==> config.mk <==
export PLATFORM = sky130hd
export DESIGN_NAME = reset_sequencer
export DESIGN_NICKNAME = d
export VERILOG_FILES = /design/src/rtl/reset_sequencer.sv
export SDC_FILE = /design/constraint.sdc
export NUM_CORES = 1
export LEC_CHECK = 0
export BUFFER_PORTS_ARGS = -buffer_cell sky130_fd_sc_hd__buf_2
export CORE_MARGIN = 2
export CORE_UTILIZATION = 51
export DETAILED_ROUTE_END_ITERATION = 7
export HOLD_SLACK_MARGIN = 0.06
export PLACE_DENSITY = 0.74
export SLEW_MARGIN = 20
export SYNTH_ARGS = -nofsm -noshare
export SYNTH_HDL_FRONTEND = slang
export SYNTH_SLANG_ARGS = --single-unit
==> constraint.sdc <==
create_clock -name clk -period 2.1 [get_ports clk]
set_input_delay 0.315 -clock clk [delete_from_list [all_inputs] [get_ports clk]]
set_output_delay 0.315 -clock clk [all_outputs]
set_load 0.03 [all_outputs]
==> src/rtl/reset_sequencer.sv <==
`default_nettype none
// ============================================================================
// Module   : reset_sequencer
// Purpose  : Holds domain resets for a minimum width, releases them in index
//            order with a fixed stagger, and restarts on sw/wdt requests.
// Revision : 1.0  initial release
// ============================================================================
module reset_sequencer #(
  parameter int NUM_DOMAINS    = 4,
  parameter int ASSERT_CYCLES  = 16,
  parameter int STAGGER_CYCLES = 8
) (
  input  logic                   clk,
  input  logic                   rst,
  input  logic                   sw_req,
  input  logic                   wdt_req,
  output logic                   req_ack,
  output logic [NUM_DOMAINS-1:0] rst_n_out,
  output logic                   busy,
  output logic [1:0]             cause
);

  localparam int c_max_cycles = (ASSERT_CYCLES > STAGGER_CYCLES) ? ASSERT_CYCLES : STAGGER_CYCLES;
  localparam int CW = $clog2(c_max_cycles + 1);
  localparam int IW = $clog2(NUM_DOMAINS + 1);

  localparam logic [CW-1:0] c_assert_last  = CW'(ASSERT_CYCLES - 1);
  localparam logic [CW-1:0] c_stagger_last = CW'(STAGGER_CYCLES - 1);
  localparam logic [IW-1:0] c_idx_last     = IW'(NUM_DOMAINS - 1);

  typedef enum logic [1:0] {
    S_HOLD    = 2'd0,
    S_RELEASE = 2'd1,
    S_RUN     = 2'd2
  } state_t;

  state_t                  r_state;
  logic [CW-1:0]           r_cnt;
  logic [IW-1:0]           r_idx;
  logic [NUM_DOMAINS-1:0]  w_rel_mask;
  logic                    w_req;

  assign w_req = sw_req | wdt_req;

  // One-hot select of the domain that the current stagger step releases.
  for (genvar k = 0; k < NUM_DOMAINS; k++) begin : g_rel_mask
    assign w_rel_mask[k] = (r_idx == IW'(k));
  end

  always_ff @(posedge clk or negedge rst) begin
    if (!rst) begin
      r_state   <= S_HOLD;
      r_cnt     <= '0;
      r_idx     <= '0;
      rst_n_out <= '0;
      busy      <= 1'b1;
      req_ack   <= 1'b0;
      cause     <= 2'b00;
    end else begin
      req_ack <= 1'b0;
      if ((r_state != S_HOLD) && w_req) begin
        // Requests abort any release in progress; HOLD deliberately ignores them
        // so every domain always sees the full assertion width.
        req_ack   <= 1'b1;
        cause     <= {wdt_req, sw_req};
        rst_n_out <= '0;
        busy      <= 1'b1;
        r_cnt     <= '0;
        r_idx     <= '0;
        r_state   <= S_HOLD;
      end else begin
        case (r_state)
          S_HOLD: begin
            if (r_cnt == c_assert_last) begin
              rst_n_out[0] <= 1'b1;
              r_cnt        <= '0;
              if (NUM_DOMAINS == 1) begin
                busy    <= 1'b0;
                r_state <= S_RUN;
              end else begin
                r_idx   <= IW'(1);
                r_state <= S_RELEASE;
              end
            end else begin
              r_cnt <= r_cnt + 1'b1;
            end
          end
          S_RELEASE: begin
            if (r_cnt == c_stagger_last) begin
              rst_n_out <= rst_n_out | w_rel_mask;
              r_cnt     <= '0;
              if (r_idx == c_idx_last) begin
                busy    <= 1'b0;
                r_state <= S_RUN;
              end else begin
                r_idx <= r_idx + 1'b1;
              end
            end else begin
              r_cnt <= r_cnt + 1'b1;
            end
          end
          S_RUN: begin
            busy <= 1'b0;
          end
          default: begin
            rst_n_out <= '0;
            busy      <= 1'b1;
            r_cnt     <= '0;
            r_idx     <= '0;
            r_state   <= S_HOLD;
          end
        endcase
      end
    end
  end

`ifndef SYNTHESIS
  a_busy_matches : assert property (@(posedge clk) disable iff (!rst)
    busy == ~&rst_n_out);
  a_ack_clears   : assert property (@(posedge clk) disable iff (!rst)
    req_ack |-> (rst_n_out == '0));
  for (genvar k = 1; k < NUM_DOMAINS; k++) begin : g_order_chk
    a_in_order : assert property (@(posedge clk) disable iff (!rst)
      rst_n_out[k] |-> rst_n_out[k-1]);
  end
`endif

endmodule
`default_nettype wire

==> results.ini, run 1 <==
[critical_path]
startpoint_type = flip-flop
worstPathMaxFanout = 4
critPathMostFrequentCell = ha_1
worstPathArrival_ns = 2.22
path_buf_inv = 1
required_ns = 2.33
cp-end-kind = flip-flop
critPathTopFamily = simple AND/OR/NAND/NOR gates
crit_type = flip-flop to flip-flop
max_stage_delay_ns = 0.47
slowest_stage = or4_1
crit_chain = ha_1, nand3_1, inv_1, ha_1, and2b_1, a21oi_2, or4_1, a31oi_1

[sta]
tns_ns = 0
hold_viol_final = 0
setup_viol = 0
slew_viol_final = 0
maxSlewHeadroom_pct = 73.5
timing.final.crit_share_pct = 94.6
fmax_ghz = 0.503
rsz0062_at_grt = no
skew_ns = 0.00249
worstMarginPinSlew_ns = 0.398
layout_setup_ws_ns = 0.113
period_minus_slack_ns = 1.99

[synthesis]
syn-instance-count = 108
synth-simple-area-share_pct = 15.3
syn_avg_cell_area_um2 = 9.97
ys_seq_area_share_pct = 41.9
synth_top_cell_area_share_pct = 39.5
muxShareOfSynthArea_pct = 2.09
synthXorXnorAreaFrac_pct = 0
synthesis.yosys.warnings = 0
synth.distinct_cells = 36
syn_nets = 123
synth_seq_cells = 18
synth_fa_ha_area_share_pct = 12.8
synthFlopType = dfrtp_1
synthesis.area_um2 = 1080
synthTopCellsByArea = dfrtp_1, ha_1, a21oi_1
synth_top_family_by_area = compound AO/OA/AOI/OAI gates
synth_area_leader_cell = dfrtp_1
synth_edf_count = 0
synth_compound_area_share_pct = 23.3
synth-async-reset-ratio_pct = 100

[place]
dp_hpwl_um = 1660
post-place-ws_ns = 0.135
io_buffers = 11
place.gp.congestion = 0.787

[hold_path]
hold_path_class = input pin to flip-flop

[outcome]
status = complete, no violations

[floorplan]
core_area_um2 = 1980
initial_core_util_pct = 54.4
die-area_um2 = 2500
io_pins = 12
die_w_um = 50.0
rows = 16
die_h_um = 50.0

[global_routing]
grt_remaining_overflow = 0
grt_pass1_vias = 783
grt_pass1_wl_um = 3580
grt_start_max_net_pins = 19
antenna_found_initial = 0
grt_util_all_layers_pct = 19.2

[detailed_routing]
ant_nets = 0
first_pass_iters = 4
vias = 896
drcViolationCount = 0
wl_per_cell_um = 14.3
viasPerCell = 5.82
drt_iter0_drc = 50
wl_um = 2200

[cts]
ctsResizeCount = 0
htree_levels = 1
cts-root-buf = clkbuf_4
postCtsSetupBuffers = 0
insertion_delay_ns = 0.30
clk_pin_slew_ns = 0.10
cts_inserted_buffers = 3
cts_tree = built
clk_path_buf_depth = 2
hold_buffers = 1
clkSinkCount = 18

[final_layout]
n_antenna_cell = 0
area_delta_synth_final_pct = 14.8
fillers = 162
drive_gt1_share_pct = 22.0
nets = 143

[power]
power_density_nw_per_um2 = 1570
p_leak_nw = 0.574
peakVddDrop_uv = 816
total_power_mw = 1.94

[flow_run]
drv_cap = 0

-- power breakdown --
part / leakage, nW / switching (mW) / internal (mW) / total [mW]
clock network: 0.0150 / 0.108 / 0.0741 / 0.182
registers: 0.232 / 0.113 / 0.486 / 0.599
logic: 0.326 / 0.668 / 0.495 / 1.16
total: 0.574 / 0.889 / 1.06 / 1.94
-- layer usage --
metal / track usage (%) / wire (um) / vias to the layer above
li1: - / - / 431
met5: 0 / 0 / -
met1: 26.6 / 1010 / 423
met3: 2.73 / 123 / 6
met2: 29.1 / 1020 / 36
met4: 9.72 / 43 / 0
-- final cells by class --
| class | instances | area [um2] | share of cell area, % |
|---|---|---|---|
| clock buffers | 4 | 26.3 | 2.13 |
| inverters | 10 | 37.5 | 3.04 |
| well taps | 27 | 33.8 | 2.73 |
| flip-flops and latches | 18 | 452 | 36.5 |
| repair buffers | 18 | 110 | 8.91 |
| multi-input cells | 77 | 577 | 46.7 |
-- cell usage after synthesis, types with 2 or more instances --
| cell | n |
|---|---|
| inv_1 | 9 |
| nor2_1 | 3 |
| nand3_1 | 3 |
| a21oi_1 | 11 |
| nand2_1 | 7 |
| a31oi_1 | 3 |
| a21o_1 | 3 |
| o21a_1 | 2 |
| o21ai_0 | 4 |
| o2bb2ai_1 | 2 |
| a22o_1 | 2 |
| clkbuf_1 | 3 |
| dfrtp_1 | 17 |
| and3_1 | 2 |
| mux2_2 | 2 |
| o211ai_1 | 4 |
| ha_1 | 11 |
| nand2b_1 | 2 |
-- cells by family (layout without fill, tap and decap cells) --
group	after synthesis	in the layout
fa+ha+maj	11	11
mux	2	2
compound gates	37	37
flops	18	18
simple gates	27	27
buf+inv	13	32
-- flip-flops by register name (all words and copies together), names as in the netlist --
register,cells
cause,2
r_state,2
busy,1
r_cnt,5
r_idx,3
req_ack,1
rst_n_out,4
-- worst paths after layout --
check                           cells after the start                startpoint                        to  slack, ns
worst max-delay path                                8      r_cnt[0]$_DFFE_PN0N_      r_cnt[3]$_DFFE_PN0N_       0.11
worst min-delay path                                2                   wdt_req      cause[1]$_DFFE_PN0P_       0.30
worst max register to register                      8      r_cnt[0]$_DFFE_PN0N_      r_cnt[3]$_DFFE_PN0N_       0.11
worst min register to register                      2  rst_n_out[3]$_DFFE_PN0P_  rst_n_out[3]$_DFFE_PN0P_       0.49
max in group asynchronous                           2                       rst          busy$_DFFE_PN1P_       1.32
min in group asynchronous                           2                       rst         req_ack$_DFF_PN0_       0.46
-- cells in the final DEF, fill, tap and decap left out, types with 3 or more instances in the layout --
master / synthesis / layout
dfrtp_1: 17 / 17
a21oi_1: 11 / 11
ha_1: 11 / 11
buf_2: 0 / 11
inv_1: 9 / 9
nand2_1: 7 / 7
buf_4: 0 / 6
o21ai_0: 4 / 4
o211ai_1: 4 / 4
nand3_1: 3 / 3
nor2_1: 3 / 3
a31oi_1: 3 / 3
a21o_1: 3 / 3
clkbuf_4: 0 / 3
-- through the flow --
| step | cell area (um2) | hold WS, ns | util, % | std cells |
|---|---|---|---|---|
| after CTS | 1240 | 0.288 | 62.4 | 154 |
| after global placement | 1200 | 0.260 | 60.5 | 149 |
| after global routing | 1240 | 0.301 | 62.4 | 154 |
| after floorplan | 1080 | 0.0194 | - | 108 |
| final | 1240 | 0.297 | 62.4 | 154 |
| after detailed placement | 1200 | 0.263 | 60.5 | 149 |
Power figures use the tool's default switching activity.
==> inputs of run 2 (changes only) <==
Settings changed: MAX_ROUTING_LAYER set to met4.
==> run 2 against run 1 <==
Routed wire length up 0.36%. First-iteration DRC count unchanged. Sequential share of layout area unchanged. Clock power about the same. Final cell count unchanged.
==> results.ini, run 2 (synthesized netlist as in run 1, its figures left out) <==
[power]
power_density_nw_per_um2 = 1570  ; about the same
switchingPower_mw = 0.889  ; about the same
p_seq_share_pct = 30.8  ; about the same
peakVddDrop_uv = 817  ; about the same
combPwrFrac_pct = 59.9  ; about the same
p_int_mw = 1.06  ; about the same
p_leak_nw = 0.574  ; unchanged
clkPwrFrac_pct = 9.3  ; about the same
switching_share_pct = 45.7  ; about the same
total_power_mw = 1.94  ; about the same

[sta]
period_minus_slack_ns = 2.00  ; +0.00810 ns
holdWs_ns = 0.296  ; -0.000495 ns
hold_viol_final = 0  ; unchanged
timing.final.crit_share_pct = 95.0  ; +0.39 points
setup_viol = 0  ; unchanged
rsz0062_at_grt = no
tns_ns = 0  ; unchanged
skew_ns = 0.00242  ; -0.0000689 ns
slew_viol_final = 0  ; unchanged
worstMarginPinSlew_ns = 0.398  ; -0.000156 ns
maxSlewHeadroom_pct = 73.5  ; about the same
layout_setup_ws_ns = 0.105  ; -0.00810 ns
fmax_ghz = 0.501  ; -0.41%

[detailed_routing]
viasPerCell = 5.81  ; -0.11%
wl_per_cell_um = 14.3  ; +0.36%
ant_nets = 0  ; unchanged
drt_iter0_drc = 50  ; unchanged
drcViolationCount = 0  ; unchanged
vias = 895  ; -0.11%
first_pass_iters = 4  ; unchanged
wl_um = 2210  ; +0.36%

[hold_path]
hold_path_class = input pin to flip-flop

[global_routing]
grt_util_all_layers_pct = 19.7  ; +0.53 points
grt_start_max_net_pins = 19  ; unchanged
grt_remaining_overflow = 0  ; unchanged
antenna_found_initial = 0  ; unchanged
grt_pass1_wl_um = 3580  ; unchanged
grt_pass1_vias = 783  ; unchanged

[critical_path]
required_ns = 2.33  ; about the same
crit_chain = ha_1, nand3_1, inv_1, ha_1, and2b_1, a21oi_2, or4_1, a31oi_1
slowest_stage = or4_1
startpoint_type = flip-flop
critPathTopFamily = simple AND/OR/NAND/NOR gates
cp-end-kind = flip-flop
critPathMostFrequentCell = ha_1
worstPathMaxFanout = 4  ; unchanged
reg2reg_setup_slack_ns = 0.10  ; about the same
max_stage_delay_ns = 0.47  ; about the same
path_buf_inv = 1  ; unchanged
worstPathArrival_ns = 2.22  ; about the same
crit_type = flip-flop to flip-flop

[final_layout]
multi_input_area_um2 = 577  ; unchanged
n_antenna_cell = 0  ; unchanged
nets = 143  ; unchanged
drive_gt1_share_pct = 22.0  ; unchanged
area_delta_synth_final_pct = 14.8  ; unchanged
reg.largest.list = r_cnt (5), rst_n_out (4), r_idx (3)
final_cell_mix = dfrtp_1, a21oi_1, ha_1, buf_2, inv_1
mostFrequentLayoutCell = dfrtp_1
fillers = 162  ; unchanged
final_core_util_pct = 62.4  ; unchanged
largest_register = r_cnt
seqCellArea_um2 = 452  ; unchanged
largest_reg_flops = 5  ; unchanged

[floorplan]
die_w_um = 50.0  ; unchanged
die-area_um2 = 2500  ; unchanged
rows = 16  ; unchanged
io_pins = 12  ; unchanged
die_h_um = 50.0  ; unchanged
initial_core_util_pct = 54.4  ; unchanged
core_area_um2 = 1980  ; unchanged

[cts]
clk_path_buf_depth = 2  ; unchanged
htree_levels = 1  ; unchanged
postCtsSetupBuffers = 0  ; unchanged
cts_inserted_buffers = 3  ; unchanged
cts_tree = built
clkSinkCount = 18  ; unchanged
cts-root-buf = clkbuf_4
clk_pin_slew_ns = 0.10  ; about the same
insertion_delay_ns = 0.30  ; about the same

[place]
io_buffers = 11  ; unchanged
place.gp.congestion = 0.798  ; +1.4%
dp_hpwl_um = 1660  ; unchanged
post-place-ws_ns = 0.135  ; unchanged

[outcome]
status = complete, no violations

[flow_run]
drv_cap = 0  ; unchanged

run 2: through the flow:
stage / instances / instance area (um2)
2_1_floorplan: 108 / 1080
3_3_place_gp: 149 / 1200
3_5_place_dp: 149 / 1200
4_1_cts: 154 / 1240
5_1_grt: 154 / 1240
6_report: 154 / 1240
run 2: worst paths after layout:
path | end | cells past startpoint | from
worst max-delay path | r_cnt[3]$_DFFE_PN0N_ | 8 | r_cnt[0]$_DFFE_PN0N_
worst min-delay path | cause[1]$_DFFE_PN0P_ | 2 | wdt_req
worst max register to register | r_cnt[3]$_DFFE_PN0N_ | 8 | r_cnt[0]$_DFFE_PN0N_
worst min register to register | rst_n_out[3]$_DFFE_PN0P_ | 2 | rst_n_out[3]$_DFFE_PN0P_
max in group asynchronous | busy$_DFFE_PN1P_ | 2 | rst
min in group asynchronous | req_ack$_DFF_PN0_ | 2 | rst
run 2: per-layer routing:
metal	vias up	share of wire [%]	routed length, um	global-route usage, %
met5	-	0	0	-
met4	0	1.9	43	9.72
met3	6	5.9	131	2.73
met2	43	46	1020	29.1
met1	416	46	1010	26.6
li1	430	-	-	-
run 2: layout make-up:
class                   instances  share of cell area [%]
well taps                      27                    2.73
repair buffers                 18                    8.91
inverters                      10                    3.04
flip-flops and latches         18                    36.5
clock buffers                   4                    2.13
multi-input cells              77                    46.7
run 2: what timing repair did:
action                                  in CTS  in global routing
gates resized for setup                      0                  0
hold buffers                                 1                  0
hold endpoints to repair                    17                  0
endpoints found under the setup margin       0                  0
run 2: power groups by stage:
stage / logic (mW) / clock network [mW] / registers (mW)
6_report: 1.16 / 0.181 / 0.599
5_1_grt: 1.30 / 0.200 / 0.613
4_1_cts: 1.16 / 0.188 / 0.597
3_5_place_dp: 1.15 / 0 / 0.604
3_3_place_gp: 1.12 / 0 / 0.590
2_1_floorplan: 0.734 / 0 / 0.681
